--- config.mk ---
export PLATFORM = sky130hd
export DESIGN_NAME = hamming_secded_encoder
export DESIGN_NICKNAME = d
export VERILOG_FILES = /design/src/rtl/hamming_secded_encoder.sv
export SDC_FILE = /design/constraint.sdc
export NUM_CORES = 1
export LEC_CHECK = 0
export BUFFER_PORTS_ARGS = -buffer_cell sky130_fd_sc_hd__buf_2
export CORE_UTILIZATION = 56
export DETAILED_ROUTE_END_ITERATION = 10
export GPL_TIMING_DRIVEN = 1
export PLACE_DENSITY = 0.85
export SYNTH_ARGS = -nofsm -noshare
export SYNTH_HDL_FRONTEND = slang
export SYNTH_SLANG_ARGS = --single-unit
--- constraint.sdc ---
create_clock -name clk -period 3.9 [get_ports clk]
set_input_delay 0.39 -clock clk [delete_from_list [all_inputs] [get_ports clk]]
set_output_delay 0.39 -clock clk [all_outputs]
set_load 0.03 [all_outputs]
--- src/rtl/hamming_secded_encoder.sv ---
// Multi-cycle Hamming SEC / SEC-DED encoder with valid/ready handshakes on both sides.
// Parity bits are registered one per cycle, followed by an optional overall-parity cycle.
module hamming_secded_encoder #(
    parameter int DATA_W     = 4,
    parameter int EXT_PARITY = 1,
    localparam int PAR_W  = (DATA_W <= 1)  ? 2 :
                            (DATA_W <= 4)  ? 3 :
                            (DATA_W <= 11) ? 4 :
                            (DATA_W <= 26) ? 5 : 6,
    localparam int CODE_W = DATA_W + PAR_W + EXT_PARITY
) (
    input  logic              clk,
    input  logic              rst,
    input  logic              in_valid,
    output logic              in_ready,
    input  logic [DATA_W-1:0] data_in,
    input  logic              mode,
    output logic              out_valid,
    input  logic              out_ready,
    output logic [CODE_W-1:0] data_out,
    output logic              busy
);

    localparam int HW_W = DATA_W + PAR_W;
    localparam int K_W  = $clog2(PAR_W + 1);

    typedef enum logic [1:0] {
        IDLE,
        PAR,
        XPAR,
        DONE
    } state_t;

    state_t              state;
    state_t              state_next;
    logic [DATA_W-1:0]   cap_data;
    logic                cap_mode;
    logic [K_W-1:0]      k;
    logic [PAR_W-1:0]    par;
    logic [PAR_W-1:0]    par_calc;
    logic [HW_W-1:0]     dpos;
    logic [HW_W-1:0]     hw;
    logic                overall;
    logic [CODE_W-1:0]   code;
    logic                load_out;

    // Data bit at position j has index j-1 minus the count of powers of two <= j.
    always_comb begin
        dpos = '0;
        for (int unsigned j = 1; j <= HW_W; j++) begin
            if ((j & (j - 1)) != 0) begin
                dpos[j-1] = cap_data[j - 1 - $clog2(j + 1)];
            end
        end
    end

    always_comb begin
        par_calc = '0;
        for (int unsigned kk = 0; kk < PAR_W; kk++) begin
            par_calc[kk] = ~cap_mode;
            for (int unsigned j = 1; j <= HW_W; j++) begin
                if (j[kk]) begin
                    par_calc[kk] = par_calc[kk] ^ dpos[j-1];
                end
            end
        end
    end

    always_comb begin
        hw = dpos;
        for (int unsigned kk = 0; kk < PAR_W; kk++) begin
            hw[(1 << kk) - 1] = par[kk];
        end
        overall = (^hw) ^ ~cap_mode;
        code = '0;
        code[HW_W-1:0] = hw;
        if (EXT_PARITY != 0) begin
            code[CODE_W-1] = overall;
        end
    end

    always_comb begin
        state_next = state;
        case (state)
            IDLE: if (in_valid) state_next = PAR;
            PAR: begin
                // k reaching PAR_W means every parity bit has been registered.
                if (k == K_W'(PAR_W)) begin
                    state_next = (EXT_PARITY != 0) ? XPAR : DONE;
                end
            end
            XPAR: state_next = DONE;
            DONE: if (out_ready) state_next = IDLE;
            default: state_next = IDLE;
        endcase
    end

    assign in_ready = (state == IDLE);
    assign busy     = (state != IDLE);
    assign load_out = (state != DONE) && (state_next == DONE);

    always_ff @(posedge clk) begin
        if (rst) begin
            state <= IDLE;
        end else begin
            state <= state_next;
        end
    end

    always_ff @(posedge clk) begin
        if (rst) begin
            cap_data  <= '0;
            cap_mode  <= 1'b0;
            k         <= '0;
            par       <= '0;
            data_out  <= '0;
            out_valid <= 1'b0;
        end else begin
            case (state)
                IDLE: begin
                    if (in_valid) begin
                        cap_data <= data_in;
                        cap_mode <= mode;
                        k        <= '0;
                        par      <= '0;
                    end
                end
                PAR: begin
                    if (k != K_W'(PAR_W)) begin
                        for (int unsigned kk = 0; kk < PAR_W; kk++) begin
                            if (k == K_W'(kk)) par[kk] <= par_calc[kk];
                        end
                        k <= k + 1'b1;
                    end
                end
                DONE: begin
                    if (out_ready) out_valid <= 1'b0;
                end
                default: ;
            endcase
            if (load_out) begin
                data_out  <= code;
                out_valid <= 1'b1;
            end
        end
    end

endmodule

==> results of run 1 <==
-- cells by family (layout without fill, tap and decap cells) --
kind of cell | count (synthesis) | after routing
AO/OA/AOI/OAI | 21 | 21
XOR/XNOR | 11 | 11
adder cells (fa/ha/maj) | 4 | 4
buffers and inverters | 10 | 26
flip-flops | 21 | 21
multiplexers | 5 | 5
AND/OR/NAND/NOR | 42 | 42
-- flip-flops by register name (all words and copies together) (netlist names) --
| register | cells |
|---|---|
| par | 3 |
| data_out | 8 |
| cap_mode | 1 |
| k | 2 |
| cap_data | 4 |
| state | 2 |
| out_valid | 1 |
-- power breakdown --
part	leakage, nW	internal, mW	switching, mW
registers	0.171	0.222	0.00987
logic	0.268	0.0334	0.0353
clock network	0.0177	0.0383	0.0679
total	0.457	0.293	0.113
-- worst paths after layout --
check              startpoint           to  slack (ns)
setup / recovery     state[1]     in_ready        2.17
hold / removal     data_in[0]  cap_data[0]        0.31
setup reg to reg     state[1]  data_out[3]        2.45
hold reg to reg   data_out[0]  data_out[0]        0.46
-- cells in the mapped netlist --
| library cell | n |
|---|---|
| a21oi_1 | 17 |
| a22oi_1 | 1 |
| and3_4 | 1 |
| buf_2 | 2 |
| clkbuf_1 | 4 |
| clkbuf_2 | 1 |
| dfxtp_1 | 21 |
| ha_1 | 4 |
| inv_1 | 3 |
| mux2i_1 | 5 |
| nand2_1 | 17 |
| nand2b_1 | 2 |
| nand3_1 | 1 |
| nand3b_1 | 3 |
| nor2_1 | 10 |
| nor2b_1 | 3 |
| nor3_1 | 1 |
| nor3b_2 | 1 |
| nor3b_4 | 1 |
| nor4_2 | 1 |
| o21ai_0 | 2 |
| o31ai_1 | 1 |
| or2_2 | 1 |
| xnor2_1 | 9 |
| xor2_1 | 1 |
| xor2_2 | 1 |
-- worst max-delay path, stage by stage (launching register included) --
cell     delay [ns]
dfxtp_1        0.45
or2_2          0.36
inv_1          0.05
buf_2          0.18
-- area by class of cell --
class	instances	area (um^2)
clock buffers	3	22.52
clock inverters	1	5.005
fillers	127	469.2
inverters	3	11.26
multi-input cells	83	540.5
flip-flops and latches	21	420.4
well taps	24	30.03
repair buffers	19	95.09
-- per-layer routing --
| layer | global-route usage | up-vias | wire [um] |
|---|---|---|---|
| li1 | - | 405 | - |
| met2 | 0.3235 | 33 | 823 |
| met1 | 0.2641 | 355 | 793 |
| met4 | 0.1030 | 0 | 36 |
| met5 | 0 | - | 0 |
| met3 | 0.05306 | 8 | 113 |
-- cell usage in the layout, fill, tap and decap left out, types with 2 or more instances in the layout --
| cell type | instances |
|---|---|
| ha_1 | 4 |
| buf_2 | 19 |
| nor2b_1 | 3 |
| nand2_1 | 17 |
| o21ai_0 | 2 |
| nand3b_1 | 3 |
| dfxtp_1 | 21 |
| nand2b_1 | 2 |
| a21oi_1 | 17 |
| inv_1 | 3 |
| nor2_1 | 10 |
| clkbuf_4 | 3 |
| xnor2_1 | 9 |
| mux2i_1 | 5 |
==> run metrics, run 1 <==
status=complete, no violations; Core ar.=roughly 1600 um^2; largest family of logic cells by synthesized area=simple AND/OR/NAND/NOR gates; Synth Area in XOR/XNOR=0.1036; DP Area=1097 um^2; final slew viol count=0; post-synthesis mux area share=0.04994; Max Freq=a little under 600 MHz; Slew HR=0.6072; WHS=0.3106 ns; CP required=3.51 ns; Crit Path Max Fanout=12; #FFs+latches synth=21; FF-to-FF path depth=3; Max-Cap Viols=0; number of synthesis warnings=0; port bufs=19; Seq/Total Area, Yosys=0.4195; Syn Nets=between 100 and 150; first-pass GRT wire length=2939 um; FP Rows=14; post-cts sizing count=0; Netlist cell types=26; Critical Path AT=~1.3 ns; DRC Markers=0; Syn Area/Cell=about 8.8 um^2; drt initial violations=between 40 and 50; final core occ=0.7057; Tot Pwr=around 400 uW; Max VDD drop=between 200 and 300 uV; clk_lat worst skew=between 0.3 and 0.4 ns; cell taking the most area after synthesis=dfxtp_1; area share of fa/ha/maj cells after synthesis=0.04994; crit path time final=~1.7 ns; Post-Synthesis Cells=roughly 110; CTS tree=yes; Die X=roughly 44 um; # IOs=20; Crit. End Element=output port; setup bufs post-CTS=0; Final Cycle Share=0.4438; pin slew with the least headroom to its limit=approximately 0.6 ns; Clock Tree Root=clkbuf_4; final setup fails=0; Hold Violations, Final=0; dpl hpwl=between 1000 and 1500 um; Reg clk slew, reported paths=0.12 ns; leakage=between 0.4 and 0.5 nW; number of buffers created by CTS=3; drt wl/cell=approximately 11 um; clk_skew=0.007540 ns; CP startpoint kind=flip-flop; routability cong.=slightly above 0.8; Area Growth Syn to Fin=12.23%; dpl ws=2.453 ns; RSZ-0062 raised after global routing=no; vias post-DR=about 800; diode count=0; drt pass-1 iters=6; GRT Resource Usage Total=0.2068; Routed Antenna Nets=0; final cell area excluding filler cells=between 1000 and 1500 um^2; final cell count without fillers=between 150 and 200; PD cells=roughly 360 nW/um^2; layout cells sized above 1=0.2231; antenna violations before repair=0; Inst Count DP=150; Synth area leaders=dfxtp_1, a21oi_1, xnor2_1; htree depth=1; hold path cells=3; critical path class=reg2out; clock tree sinks=21; synthesized area=~1000 um^2; hold_buf cts=0; Post-Route WL=between 1500 and 2000 um; TNS Setup=0 ns; pin count of the biggest net entering global routing=23; DR vias/cell=around 5.2; Final WS setup=roughly 2.2 ns; vias in the first global route=695; Nets=144; Compound-Gate Fraction of Synth Area=0.1099; CTS max path bufs=2; post-synthesis simple-gate area fraction=0.2260; Starting Density=0.6287; Hold WC Path Type=in2reg; Yosys top cell area share=0.4195; DIE AREA=between 1500 and 2000 um^2; Die H=~44 um; grt ovf=0
(Power assumes the default switching activity.)
==> run 2, diff against run 1 <==
CORE_ASPECT_RATIO = 0.7   (was not set)
CORE_UTILIZATION = 47   (was 56)
PLACE_DENSITY = 0.77   (was 0.85)
clock period = 1.5 ns   (was 3.9 ns; I/O delays follow)
==> run 2 against run 1 <==
- the run now ends with DRC left
- sequential power increased to 2.6 times the previous value
- final cell count stayed put
- via count rose by 0.50%
- wire length is 5.4% higher
- worst hold slack lost 0.25 ns
- clock power rose to 2.7 times the previous value
- power rose to 2.6 times the previous value
- critical path type unchanged
- critical endpoint unchanged
==> run metrics, run 2 (synthesis gave the netlist of run 1 again) <==
Post-Route WL=1860 um (was 1765 um); status=finished with violations (was complete, no violations); Die X=57.19 um (was 44.31 um); Critical Path AT=1.28 ns (was 1.34 ns); Max-Cap Viols=0 (unchanged); CP required=1.35 ns (was 3.51 ns); clk_skew=0.007663 ns (was 0.007540 ns); cell family with most CP delay=flip-flops (unchanged); Clock Tree Root=clkbuf_4 (unchanged); Biggest register=data_out (unchanged); CP Cell Sequence=or2_2 -> inv_1 -> buf_2 (unchanged); # IOs=20 (unchanged); number of buffers created by CTS=3 (unchanged); FP Rows=13 (was 14); DR vias/cell=5.227 (was 5.201); diode count=0 (unchanged); WHS=0.05830 ns (was 0.3106 ns); Starting Density=0.5178 (was 0.6287); crit path time final=about 1.4 ns; Core ar.=1936 um^2 (was 1594 um^2); TNS Setup=0 ns (unchanged); Inst Count DP=150 (unchanged); max FFs per register=8 (unchanged); layout cells sized above 1=0.2500 (was 0.2231); DRC Markers=3 (was 0); drt pass-1 iters=7 (was 6); violations in the final reports=DRC; port bufs=19 (unchanged); CP startpoint kind=flip-flop (unchanged); Area Growth Syn to Fin=14.61% (was 12.23%); Largest regs=data_out: 8 flops, cap_data: 4 flops, par: 3 flops (unchanged); Hold Violations, Final=0 (unchanged); CTS max path bufs=2 (unchanged); hold_buf cts=0 (unchanged); setup bufs post-CTS=0 (unchanged); Crit Path Max Fanout=12 (unchanged); critical path's slowest cell=dfxtp_2 (was dfxtp_1); pin count of the biggest net entering global routing=23 (unchanged); final setup fails=0 (unchanged); Hold WC Path Type=in2reg (unchanged); antenna violations before repair=0 (unchanged); Max Freq=approximately 700 MHz; final slew viol count=0 (unchanged); Crit. End Element=output port (unchanged); drt wl/cell=12.08 um (was 11.46 um); Max VDD drop=611.6 uV (was 260.9 uV); pin slew with the least headroom to its limit=0.3909 ns (was 0.5880 ns); Routed Antenna Nets=0 (unchanged); final cell count without fillers=154 (unchanged); vias post-DR=805 (was 801); FF-to-FF path depth=5 (was 3); clock tree sinks=21 (unchanged); CP Depth=3 (unchanged); clk_lat worst skew=0.32 ns (was 0.31 ns); PD cells=933.5 nW/um^2 (was 361.3 nW/um^2); Nets=146 (was 144); Final Cycle Share=0.9534; GRT Resource Usage Total=0.1775 (was 0.2068); Tot Pwr=1.072 mW (was 406.5 uW); htree depth=1 (unchanged); final cell area excluding filler cells=1149 um^2 (was 1125 um^2); first-pass GRT wire length=2925 um (was 2939 um); DP Area=1110 um^2 (was 1097 um^2); leakage=0.4631 nW (was 0.4565 nW); Die H=40.64 um (was 44.31 um); Crit path largest cell delay=0.42 ns (was 0.45 ns); Reg clk slew, reported paths=0.13 ns (was 0.12 ns); drt initial violations=22 (was 43); Slew HR=0.7394 (was 0.6072); most frequent cells in the layout=dfxtp_1, buf_2, nand2_1, a21oi_1, nor2_1 (unchanged); routability cong.=0.8430 (was 0.8270); vias in the first global route=669 (was 695); grt ovf=0 (unchanged); worst path bufs/invs=2 (unchanged); DIE AREA=2324 um^2 (was 1963 um^2); dpl hpwl=1327 um (was 1267 um); CTS tree=yes (unchanged); hold path cells=3 (unchanged); critical path class=reg2out (unchanged)
[run 2: what timing repair did]
| item | in CTS | in global routing |
|---|---|---|
| pin swaps | 0 | 1 |
| setup endpoints to repair | 1 | 5 |
| resized for setup | 1 | 2 |
| endpoints found under the hold margin | 0 | 0 |
[run 2: path summary, 6_finish.rpt]
kind | slack [ns] | start | endpoint
max reg2reg | 0.11 | k[1] | k[1]
max | 0.07 | state[1] | in_ready
min reg2reg | 0.46 | data_out[2] | data_out[2]
min | 0.06 | mode | cap_mode
[run 2: routing by layer]
| metal | part of all wire | global-route usage |
|---|---|---|
| met5 | 0 | 0 |
| met4 | 0.013 | 0.08537 |
| met3 | 0.068 | 0.07256 |
| met2 | 0.46 | 0.3176 |
| met1 | 0.46 | 0.1934 |
[run 2: final cells by class]
| class | count | area, um^2 |
|---|---|---|
| clock buffer | 3 | 22.52 |
| clock inverter | 1 | 7.507 |
| fill | 174 | 787.0 |
| inverter | 3 | 11.26 |
| multi-input combinational | 83 | 546.8 |
| sequential | 21 | 422.9 |
| tap | 22 | 27.53 |
| timing repair buffer | 21 | 110.1 |
[run 2: worst register-to-register path: stages, from the launching register on]
cell and delay, ns:
dfxtp_1 0.36, ha_1 0.26, nor3b_4 0.34, nor2_1 0.11, a22oi_1 0.16, nor2_1 0.05
[run 2: power breakdown]
group	switching, mW	internal (mW)	leakage (nW)
Combinational	0.0914	0.0914	0.278
Clock	0.184	0.102	0.0139
Sequential	0.0263	0.577	0.171
Total	0.302	0.770	0.463
[run 2: stage by stage]
stage	util	worst slack (ns)
finish	0.5934	0.06987
global route	0.5934	-0.008566
CTS	0.5895	0.02931
detailed placement	0.5734	0.05166
global placement	0.5734	0.1436
floorplan	-	0.2258
